$ cat src/rtl/piano_pkg.sv
// Shared definitions for the piano top level: mode indices, controller
// states and the seven-segment glyphs shown for each mode.
package piano_pkg;

  // Mode indices; index 0 is the menu itself, not an engine.
  localparam int MODE_MENU = 0;
  localparam int MODE_FREE = 1;
  localparam int MODE_AUTO = 2;
  localparam int MODE_LERN = 3;

  // Mode controller states.
  typedef enum logic [1:0] {
    ST_MENU   = 2'd0,
    ST_ACTIVE = 2'd1,
    ST_REMAP  = 2'd2
  } state_e;

  // Seven-segment glyphs, segment order {g,f,e,d,c,b,a}, active high.
  localparam logic [6:0] GLYPH_MENU = 7'b1000000;  // '-'
  localparam logic [6:0] GLYPH_FREE = 7'b1110001;  // 'F'
  localparam logic [6:0] GLYPH_AUTO = 7'b1110111;  // 'A'
  localparam logic [6:0] GLYPH_LERN = 7'b0111000;  // 'L'
  localparam logic [6:0] GLYPH_NONE = 7'b0000000;  // blank

  // Glyph lookup for the display block; unknown modes are blanked.
  function automatic logic [6:0] mode_glyph(input int unsigned mode_idx);
    logic [6:0] glyph;
    case (mode_idx)
      32'd0:   glyph = GLYPH_MENU;
      32'd1:   glyph = GLYPH_FREE;
      32'd2:   glyph = GLYPH_AUTO;
      32'd3:   glyph = GLYPH_LERN;
      default: glyph = GLYPH_NONE;
    endcase
    return glyph;
  endfunction

endpackage

$ cat src/rtl/btn_debounce.sv
// Debouncer for one raw front-panel input: two-flop synchroniser, a
// stability counter that must see DEBOUNCE_CYCLES consecutive cycles of a
// new value before the level follows, and a one-cycle pulse on each
// debounced rising edge. Releases are filtered the same way but never pulse.
module btn_debounce #(
  parameter int DEBOUNCE_CYCLES = 1_000_000
) (
  input  logic clk,
  input  logic rst,
  input  logic raw,
  output logic level,
  output logic rise
);

  localparam int CNT_W = (DEBOUNCE_CYCLES > 1) ? $clog2(DEBOUNCE_CYCLES) : 1;
  localparam logic [CNT_W-1:0] CNT_MAX = CNT_W'(DEBOUNCE_CYCLES - 1);

  logic             sync1_q;
  logic             sync2_q;
  logic             level_q;
  logic             level_d;
  logic             rise_q;
  logic             rise_d;
  logic [CNT_W-1:0] cnt_q;
  logic [CNT_W-1:0] cnt_d;

  // Bring the asynchronous raw input into the clock domain.
  always_ff @(posedge clk or negedge rst) begin
    if (!rst) begin
      sync1_q <= 1'b0;
      sync2_q <= 1'b0;
    end else begin
      sync1_q <= raw;
      sync2_q <= sync1_q;
    end
  end

  // Count how long the synchronised value has differed from the level;
  // any return to the current level restarts the count.
  always_comb begin
    cnt_d   = cnt_q;
    level_d = level_q;
    rise_d  = 1'b0;
    if (sync2_q != level_q) begin
      if (cnt_q == CNT_MAX) begin
        level_d = sync2_q;
        rise_d  = sync2_q;
        cnt_d   = {CNT_W{1'b0}};
      end else begin
        cnt_d   = cnt_q + CNT_W'(1);
      end
    end else begin
      cnt_d = {CNT_W{1'b0}};
    end
  end

  // Register the counter, debounced level and rise pulse.
  always_ff @(posedge clk or negedge rst) begin
    if (!rst) begin
      cnt_q   <= {CNT_W{1'b0}};
      level_q <= 1'b0;
      rise_q  <= 1'b0;
    end else begin
      cnt_q   <= cnt_d;
      level_q <= level_d;
      rise_q  <= rise_d;
    end
  end

  assign level = level_q;
  assign rise  = rise_q;

endmodule

$ cat src/rtl/piano_mode_ctrl.sv
// Front-panel mode controller: menu browsing/confirmation, return to menu,
// one-hot engine enables and capture of the physical-to-logical key remap
// table with abort/restore.
module piano_mode_ctrl
  import piano_pkg::*;
#(
  parameter int NUM_MODES       = 4,
  parameter int NUM_KEYS        = 8,
  parameter int DEBOUNCE_CYCLES = 1_000_000,
  parameter int MODE_W          = $clog2(NUM_MODES),
  parameter int KEY_W           = $clog2(NUM_KEYS)
) (
  input  logic                      clk,
  input  logic                      rst,
  input  logic                      btn_next,
  input  logic                      btn_confirm,
  input  logic                      btn_back,
  input  logic                      remap_en,
  input  logic [NUM_KEYS-1:0]       key_in,
  output logic [MODE_W-1:0]         mode,
  output logic [MODE_W-1:0]         cursor,
  output logic [NUM_MODES-1:0]      mode_en,
  output logic [NUM_KEYS*KEY_W-1:0] remap_table,
  output logic                      remap_busy,
  output logic                      remap_done
);

  localparam logic [MODE_W-1:0] CURSOR_FIRST = MODE_W'(1);
  localparam logic [MODE_W-1:0] CURSOR_LAST  = MODE_W'(NUM_MODES - 1);
  localparam logic [KEY_W:0]    N_LAST       = (KEY_W + 1)'(NUM_KEYS - 1);

  // Debounced rise pulses; the levels are not consumed by the controller.
  logic                  next_p;
  logic                  confirm_p;
  logic                  back_p;
  logic                  remap_p;
  logic [NUM_KEYS-1:0]   key_p;
  logic [NUM_KEYS+3:0]   level_unused;

  btn_debounce #(.DEBOUNCE_CYCLES(DEBOUNCE_CYCLES)) u_db_next (
    .clk(clk), .rst(rst), .raw(btn_next), .level(level_unused[0]), .rise(next_p)
  );
  btn_debounce #(.DEBOUNCE_CYCLES(DEBOUNCE_CYCLES)) u_db_confirm (
    .clk(clk), .rst(rst), .raw(btn_confirm), .level(level_unused[1]), .rise(confirm_p)
  );
  btn_debounce #(.DEBOUNCE_CYCLES(DEBOUNCE_CYCLES)) u_db_back (
    .clk(clk), .rst(rst), .raw(btn_back), .level(level_unused[2]), .rise(back_p)
  );
  btn_debounce #(.DEBOUNCE_CYCLES(DEBOUNCE_CYCLES)) u_db_remap (
    .clk(clk), .rst(rst), .raw(remap_en), .level(level_unused[3]), .rise(remap_p)
  );

  for (genvar g = 0; g < NUM_KEYS; g++) begin : g_key_db
    btn_debounce #(.DEBOUNCE_CYCLES(DEBOUNCE_CYCLES)) u_db_key (
      .clk(clk), .rst(rst), .raw(key_in[g]), .level(level_unused[g+4]), .rise(key_p[g])
    );
  end

  // Controller state.
  state_e                           state_q, state_d;
  logic [MODE_W-1:0]                mode_q, mode_d;
  logic [MODE_W-1:0]                cursor_q, cursor_d;
  logic [NUM_MODES-1:0]             mode_en_q, mode_en_d;
  logic [NUM_KEYS-1:0][KEY_W-1:0]   table_q, table_d;
  logic [NUM_KEYS-1:0][KEY_W-1:0]   shadow_q, shadow_d;
  logic [NUM_KEYS-1:0]              mask_q, mask_d;
  logic [KEY_W:0]                   n_q, n_d;
  logic                             busy_q, busy_d;
  logic                             done_q, done_d;

  logic                             key_single_s;
  logic                             key_new_s;
  logic [KEY_W-1:0]                 key_idx_s;

  // Qualify key pulses: exactly one key this cycle, and not yet assigned.
  always_comb begin
    key_single_s = (key_p != {NUM_KEYS{1'b0}}) &&
                   ((key_p & (key_p - NUM_KEYS'(1))) == {NUM_KEYS{1'b0}});
    key_idx_s = {KEY_W{1'b0}};
    for (int k = 0; k < NUM_KEYS; k++) begin
      if (key_p[k]) begin
        key_idx_s = KEY_W'(k);
      end else begin
        key_idx_s = key_idx_s;
      end
    end
    key_new_s = key_single_s && ((key_p & mask_q) == {NUM_KEYS{1'b0}});
  end

  // Next-state logic for menu navigation, active mode and remap capture.
  always_comb begin
    state_d  = state_q;
    mode_d   = mode_q;
    cursor_d = cursor_q;
    table_d  = table_q;
    shadow_d = shadow_q;
    mask_d   = mask_q;
    n_d      = n_q;
    done_d   = 1'b0;
    case (state_q)
      ST_MENU: begin
        if (remap_p) begin
          state_d  = ST_REMAP;
          shadow_d = table_q;
          mask_d   = {NUM_KEYS{1'b0}};
          n_d      = {(KEY_W + 1){1'b0}};
        end else if (confirm_p) begin
          // Confirm outranks next, so the pre-increment cursor is taken.
          mode_d  = cursor_q;
          state_d = ST_ACTIVE;
        end else if (next_p) begin
          cursor_d = (cursor_q == CURSOR_LAST) ? CURSOR_FIRST : cursor_q + MODE_W'(1);
        end else begin
          state_d = ST_MENU;
        end
      end
      ST_ACTIVE: begin
        if (back_p) begin
          mode_d  = MODE_W'(MODE_MENU);
          state_d = ST_MENU;
        end else begin
          state_d = ST_ACTIVE;
        end
      end
      ST_REMAP: begin
        if (back_p) begin
          // Abort wins even over the final key of the capture.
          table_d = shadow_q;
          state_d = ST_MENU;
        end else if (key_new_s) begin
          table_d[key_idx_s] = n_q[KEY_W-1:0];
          mask_d[key_idx_s]  = 1'b1;
          n_d                = n_q + (KEY_W + 1)'(1);
          if (n_q == N_LAST) begin
            done_d  = 1'b1;
            state_d = ST_MENU;
          end else begin
            state_d = ST_REMAP;
          end
        end else begin
          state_d = ST_REMAP;
        end
      end
      default: begin
        state_d = ST_MENU;
        mode_d  = MODE_W'(MODE_MENU);
      end
    endcase
  end

  // Derive the registered side outputs from the next state so they stay
  // aligned with mode and state in every cycle.
  always_comb begin
    mode_en_d = {NUM_MODES{1'b0}};
    for (int m = 0; m < NUM_MODES; m++) begin
      mode_en_d[m] = (mode_d == MODE_W'(m));
    end
    busy_d = (state_d == ST_REMAP);
  end

  // State and output registers; reset restores the identity remap table.
  always_ff @(posedge clk or negedge rst) begin
    if (!rst) begin
      state_q   <= ST_MENU;
      mode_q    <= MODE_W'(MODE_MENU);
      cursor_q  <= CURSOR_FIRST;
      mode_en_q <= NUM_MODES'(1);
      mask_q    <= {NUM_KEYS{1'b0}};
      n_q       <= {(KEY_W + 1){1'b0}};
      busy_q    <= 1'b0;
      done_q    <= 1'b0;
      for (int k = 0; k < NUM_KEYS; k++) begin
        table_q[k]  <= KEY_W'(k);
        shadow_q[k] <= KEY_W'(k);
      end
    end else begin
      state_q   <= state_d;
      mode_q    <= mode_d;
      cursor_q  <= cursor_d;
      mode_en_q <= mode_en_d;
      table_q   <= table_d;
      shadow_q  <= shadow_d;
      mask_q    <= mask_d;
      n_q       <= n_d;
      busy_q    <= busy_d;
      done_q    <= done_d;
    end
  end

  assign mode        = mode_q;
  assign cursor      = cursor_q;
  assign mode_en     = mode_en_q;
  assign remap_table = table_q;
  assign remap_busy  = busy_q;
  assign remap_done  = done_q;

endmodule

$ cat config.mk
export PLATFORM = sky130hd
export DESIGN_NAME = piano_mode_ctrl
export DESIGN_NICKNAME = d
export VERILOG_FILES = /design/src/rtl/piano_pkg.sv /design/src/rtl/btn_debounce.sv /design/src/rtl/piano_mode_ctrl.sv
export SDC_FILE = /design/constraint.sdc
export NUM_CORES = 1
export LEC_CHECK = 0
export BUFFER_PORTS_ARGS = -buffer_cell sky130_fd_sc_hd__buf_2
export CAP_MARGIN = 10
export CELL_PAD_IN_SITES_DETAIL_PLACEMENT = 0
export CELL_PAD_IN_SITES_GLOBAL_PLACEMENT = 1
export CORE_UTILIZATION = 51
export CTS_BUF_LIST = sky130_fd_sc_hd__clkbuf_16
export CTS_CLUSTER_SIZE = 24
export DETAILED_ROUTE_END_ITERATION = 8
export GPL_TIMING_DRIVEN = 0
export PLACE_DENSITY = 0.9
export SYNTH_ARGS = -nofsm -noshare
export SYNTH_HDL_FRONTEND = slang
export SYNTH_HIERARCHICAL = 1
export SYNTH_SLANG_ARGS = --single-unit
$ cat constraint.sdc
create_clock -name clk -period 3.1 [get_ports clk]
set_input_delay 0.155 -clock clk [delete_from_list [all_inputs] [get_ports clk]]
set_output_delay 0.155 -clock clk [all_outputs]
set_load 0.005 [all_outputs]
# After elaboration in Yosys (flattened, before gate mapping)
# Index checks and enable logic that the tools add are counted.
# W data, S select, Z words.
[op_classes]
mul = 0
order_cmp = 2
shift = 0
add_sub_neg = 15
div_mod_pow = 0
n_eq_ne = 35
n_reduce_logical = 26
bitwise = 5
n_mux = 87
[op_table]
columns = ["operator", "count"]
rows = [
  ["$mux W20", 24],
  ["$add A20 B1 Y20 const B", 12],
  ["$eq A20 B20 Y1 const B", 12],
  ["$mux W24", 2],
  ["$mux W1", 31],
  ["$reduce_and A2 Y1", 14],
  ["$bwmux W24", 1],
  ["$mux W8", 3],
  ["$mux W2", 11],
  ["$mux W3", 6],
  ["$and A8 B8 Y8", 2],
  ["$logic_not A8 Y1", 2],
  ["$pmux W8 S2", 1],
  ["$mux W4", 3],
  ["$ne A1 B1 Y1", 12],
  ["$pmux W2 S3", 2],
  ["$eq A2 B2 Y1 const B", 5],
  ["$demux W3 S3", 1],
  ["$or A8 B8 Y8", 1],
  ["$pmux W4 S2", 1],
  ["$reduce_and A4 Y1", 2],
  ["$reduce_bool A8 Y1", 1],
  ["$sub A8 B1 Y8 const B", 1],
  ["$add A4 B1 Y4 const B", 1],
  ["12 further kinds", 19],
]
[totals]
word_cells = 254
ram_bits = 0
reg_bits = 360
rom_bits = 0
inputBits = 14
n_memories = 0
latch_bits = 0

# Longest topological paths before layout
[logic_depth]
ltp_word = 15
mapped_depth = 7

# Modules after synthesis
# Netlist, hierarchy kept.
[modules_own_cells]
columns = ["mod", "instances", "seq_area_each_um2", "cells_per_inst", "area_per_inst_um2"]
rows = [
  ["btn_debounce at g_key_db[0].u_db_key ...", 11, 600.6, 107, 1184.9],
  ["piano_mode_ctrl", 1, 1834.3, 410, 3793.6],
  ["btn_debounce at g_key_db[6].u_db_key", 1, 600.6, 109, 1143.6],
]

# Worst setup path after synthesis
# No wires, ideal clock.
[synth_timing]
path_type = "reg2reg"
startpoint = "register g_key_db[3].u_db_key.rise_q"
endpoint = "register table_q (netlist bit remap_table[16])"
slack_ns = 0.922
n_path_buf = 1
arrival_time_ns = 2.042
required_ns = 2.965
path_stages_with_launch = 6
path_cell_list = "dfrtp_1 or4_4 or4_4 buf_6 o41ai_1 nand3_1"
[synth_via]
elab_chain_cells = 12
elab_cells_between_ends = 23
[synth_lines]
columns = ["item", "line_no", "rtl"]
rows = [
  ["start: declaration", "btn_debounce.sv:22", "logic rise_q;"],
  ["start signal: assignment", "btn_debounce.sv:66", "rise_q <= rise_d;"],
  ["$mux W3 (5 in a row)", "piano_mode_ctrl.sv:81", "if (key_p[k]) begin"],
  ["$lt A3 B4 Y1 (not written as such) / $ge A3 B1 Y1 (equally long branches)", "piano_mode_ctrl.sv:131", "table_d[key_idx_s] = n_q[KEY_W-1:0];"],
  ["$logic_and A1 B1 Y1 (not written as such)", "piano_mode_ctrl.sv:131", ""],
  ["$mux W3 (not written as such)", "piano_mode_ctrl.sv:131", ""],
  ["$demux W3 S3", "piano_mode_ctrl.sv:131", ""],
  ["$bwmux W24", "piano_mode_ctrl.sv:131", ""],
  ["$mux W24", "piano_mode_ctrl.sv:130", "end else if (key_new_s) begin"],
  ["$mux W24", "piano_mode_ctrl.sv:126", "if (back_p) begin"],
  ["end signal: indexed assignment", "piano_mode_ctrl.sv:173", "table_q[k] <= KEY_W'(k);"],
  ["end signal: assignment", "piano_mode_ctrl.sv:181", "table_q <= table_d;"],
  ["end: declaration", "piano_mode_ctrl.sv:64", "logic [NUM_KEYS-1:0][KEY_W-1:0] table_q, table_d;"],
]
# Several ways; a longest one is shown, not always the timed one. The select of a mux whose other input is x is not followed.
# A chain may end at the register's enable or synchronous reset.

# Worst setup path in the final report
[layout_timing]
startpoint = "register g_key_db[2].u_db_key.rise_q"
endpoint = "register state_q[1]"
[layout_via]
elab_chain_cells = 8
elab_cells_between_ends = 11
[layout_lines]
columns = ["item", "line_no", "rtl"]
rows = [
  ["start: declaration", "btn_debounce.sv:22", ""],
  ["start signal: assignment", "btn_debounce.sv:66", ""],
  ["$sub A8 B1 Y8", "piano_mode_ctrl.sv:78", "((key_p & (key_p - NUM_KEYS'(1))) == {NUM_KEYS{1'b0}});"],
  ["$and A8 B8 Y8", "piano_mode_ctrl.sv:78", ""],
  ["$logic_not A8 Y1", "piano_mode_ctrl.sv:78", ""],
  ["$logic_and A1 B1 Y1", "piano_mode_ctrl.sv:77", "key_single_s = (key_p != {NUM_KEYS{1'b0}}) &&"],
  ["$logic_and A1 B1 Y1 (*)", "piano_mode_ctrl.sv:87", "key_new_s = key_single_s && ((key_p & mask_q) == {NUM_KEYS{1'b0}});"],
  ["$mux W2 (*)", "piano_mode_ctrl.sv:130", ""],
  ["$mux W2 (*)", "piano_mode_ctrl.sv:126", ""],
  ["$pmux W2 S3 (*)", "piano_mode_ctrl.sv:100", "case (state_q)"],
  ["net state_d[1]", "piano_mode_ctrl.sv:60", "state_e state_q, state_d;"],
  ["end signal: assignment", "piano_mode_ctrl.sv:177", "state_q <= state_d;"],
  ["end: declaration", "piano_mode_ctrl.sv:60", ""],
]
# The timed path passes the listed nets; every way through them passes the cells marked *.

==> impl_metrics.tcl <==
set metrics [dict create \
    status "finished clean" \
    finalHoldViolCount 0 \
    ys_ff_latch 360 \
    fin_crit_sh_pct 85.02 \
    setup_slack_ns 0.4645 \
    slew_violations 0 \
    clk_path_buf_depth 3 \
    grtUsageTotal_pct 21.20 \
    rr_worst_depth 5 \
    synth_warnings 6 \
    cts.clk_slew.worst_paths_ns 0.06 \
    hp-class "in2reg" \
    tns_ns 0 \
    drt-vias-per-instance 5.822 \
    critPathKind "reg2reg" \
    synth_edf_count 0 \
    initial_core_util_pct 51.90 \
    core-area_um2 34630 \
    synth_cells 1696 \
    required_ns 3.45 \
    end_kind "flip-flop" \
    ctsRootBufferMaster "clkbuf_16" \
    fmax_ghz 0.3794 \
    antenna_left 0 \
    worstSkewPairLatency_ns 0.52 \
    drc 0 \
    multiInputGateArea_um2 8589 \
    synthesis.area_um2 17970 \
    nFillCells 2918 \
    antenna_found_initial 0 \
    avgRoutedWirePerCell_um 16.16 \
    synthFlopType "dfrtp_1" \
    seqCellArea_um2 9041 \
    worstPathArrival_ns 2.98 \
    ir_drop_mv 0.3912 \
    worstPathMaxFanout 8 \
    regToRegSetupSlack_ns 0.46 \
    cap_violations 0 \
    drive_above_1_share_pct 15.19 \
    gp_congestion 0.8600 \
    pin_count 48 \
    fin_worst_skew_ns 0.01495 \
    grt_pass1_wl_mm 63.96 \
    leakagePower_uw 0.008534 \
    cts-resized-gates 0 \
    start_kind "flip-flop" \
    final_nets 1829 \
    cts_buffers 41 \
    final.min_clock_period_ns 2.636 \
    grt_pass1_vias 13210 \
    cts_tree "yes" \
    synth_nets 1724 \
    r2r-start "g_key_db[2].u_db_key/rise" \
    slew_headroom_pct 40.34 \
    p_total_uw 9588 \
    io_buffers 47 \
    cts_setup_buffers 0 \
    startpoint "g_key_db[2].u_db_key/rise" \
    clock_sinks 360 \
    area_delta_synth_final_pct 12.46 \
    worst_pin_slew_ns 0.8949 \
    avgSynthCellArea_um2 10.60 \
    synthArstFlopShare_pct 100.0 \
    hold_ws_ns 0.2683 \
    grt_max_degree 128 \
    htree_levels 2 \
    insertedDiodeCount 0 \
    ys_seq_area_share_pct 50.31 \
    finalWirelength_mm 36.93 \
    grt_overflow 0 \
    dieArea_um2 35990 \
    vias 13300 \
    die_h_um 189.7 \
    crit_end "state_q[1]" \
    p_per_area_nw_per_um2 474.4 \
    rows 68 \
    r2r_end "state_q[1]" \
    rsz0062_at_grt "no" \
    drt_first_pass_iters 5 \
    yosysUniqueCellTypes 62 \
    drt-initial-drc-count 800 \
    dp_hpwl_mm 24.29 \
    die_w_um 189.7 \
    setup_viol 0 \
    pre_cts_slack_ns 0.5441 \
    final_core_util_pct 58.36 \
]
-- cell type report --
class / instances / share of cell area [%]
Sequential cell: 360 / 44.74
Multi-Input combinational cell: 1261 / 42.50
Clock buffer: 41 / 5.077
Tap cell: 455 / 2.817
Timing Repair Buffer: 62 / 2.130
Clock inverter: 31 / 1.053
Buffer: 37 / 0.9782
Inverter: 38 / 0.7058
-- cell usage after synthesis (all sizes together) (26+ instances only) --
cell type	count	area, µm²
dfrtp	334	8358
nor2	209	784.5
nand2	171	641.9
nand3	93	575.6
xnor2	84	735.7
xor2	83	727.0
a21oi	72	360.4
nand4	52	469.2
or4	52	440.4
and3	44	275.3
nor4	41	415.4
o31ai	39	292.8
inv	38	142.6
or3	29	236.5
nor3	27	135.1
dfstp	26	683.2
o21ai	26	130.1
-- state kept, by name (all words and copies together) (netlist names), 8 cells and up --
signal / cells
u_db_next/cnt_q: 20
remap_table: 24
g_key_db.u_db_key/sync2_q: 8
g_key_db.u_db_key/level: 8
g_key_db.u_db_key/cnt_q: 160
mask_q: 8
g_key_db.u_db_key/sync1_q: 8
shadow_q: 24
u_db_confirm/cnt_q: 20
u_db_remap/cnt_q: 20
u_db_back/cnt_q: 20
g_key_db.u_db_key/rise: 8
-- stage by stage --
| stage | area (µm²) | instances |
|---|---|---|
| global placement | 18780 | 2198 |
| finish | 20210 | 2285 |
| global route | 20210 | 2285 |
| CTS | 20210 | 2285 |
| floorplan | 17970 | 1696 |
| detailed placement | 18840 | 2200 |
-- placed cells by master (no fill, tap or decap), types with 44 or more instances in the layout --
cell type  synthesis  layout
inv_1             38      47
nand2_1          171     171
buf_2              8      54
and3_1            44      44
xnor2_1           84      84
nor2_1           209     209
a21oi_1           72      72
dfrtp_1          334     334
xor2_1            83      83
nand3_1           71      71
-- worst min-delay path by stage --
stage                                 endpoint  slack [ns]  cells past startpoint        start
after floorplan                      cursor[1]       -0.14                      0          rst
after global placement    u_db_confirm/sync1_q        0.26                      1  btn_confirm
after detailed placement     u_db_back/sync1_q        0.26                      1     btn_back
after CTS                    u_db_next/sync1_q        0.25                      2     btn_next
after global routing         u_db_next/sync1_q        0.25                      2     btn_next
final                        u_db_next/sync1_q        0.27                      2     btn_next
-- kinds of logic after synthesis --
kind of cell    Yosys count  synth area share, %
compound gates          218                9.337
xor+xnor                167                8.139
fa+ha+maj                14               0.9747
buf+inv                  75                1.894
flops                   360                50.31
mux                      40                2.569
simple gates            822                26.78
-- metal layers --
layer / wire [µm] / GRT usage (%) / vias up
li1: - / - / 6367
met1: 17390 / 29.61 / 6647
met2: 17490 / 34.49 / 222
met3: 1275 / 3.007 / 67
met4: 780 / 5.955 / 0
met5: 0 / 0 / -
-- what timing repair did --
item	in CTS	in global routing
endpoints found under the setup margin	0	0
hold buffers	13	0
endpoints found under the hold margin	103	0
-- worst max-delay path, cell delays in order, from the launching register on --
cell      delay [ns]
dfrtp_1         0.49
or4_4           0.60
o41ai_2         0.66
nand4b_1        0.21
a211oi_2        0.34
o31ai_1         0.16
-- power breakdown --
| part | switching (µW) | total (µW) | leakage (µW) | internal, µW |
|---|---|---|---|---|
| logic | 181 | 273 | 0.00304 | 91.8 |
| registers | 49.7 | 4810 | 0.00485 | 4760 |
| clock network | 1870 | 4510 | 0.000641 | 2640 |
| total | 2100 | 9590 | 0.00853 | 7490 |
No activity file was read; power rests on OpenSTA's default activity.
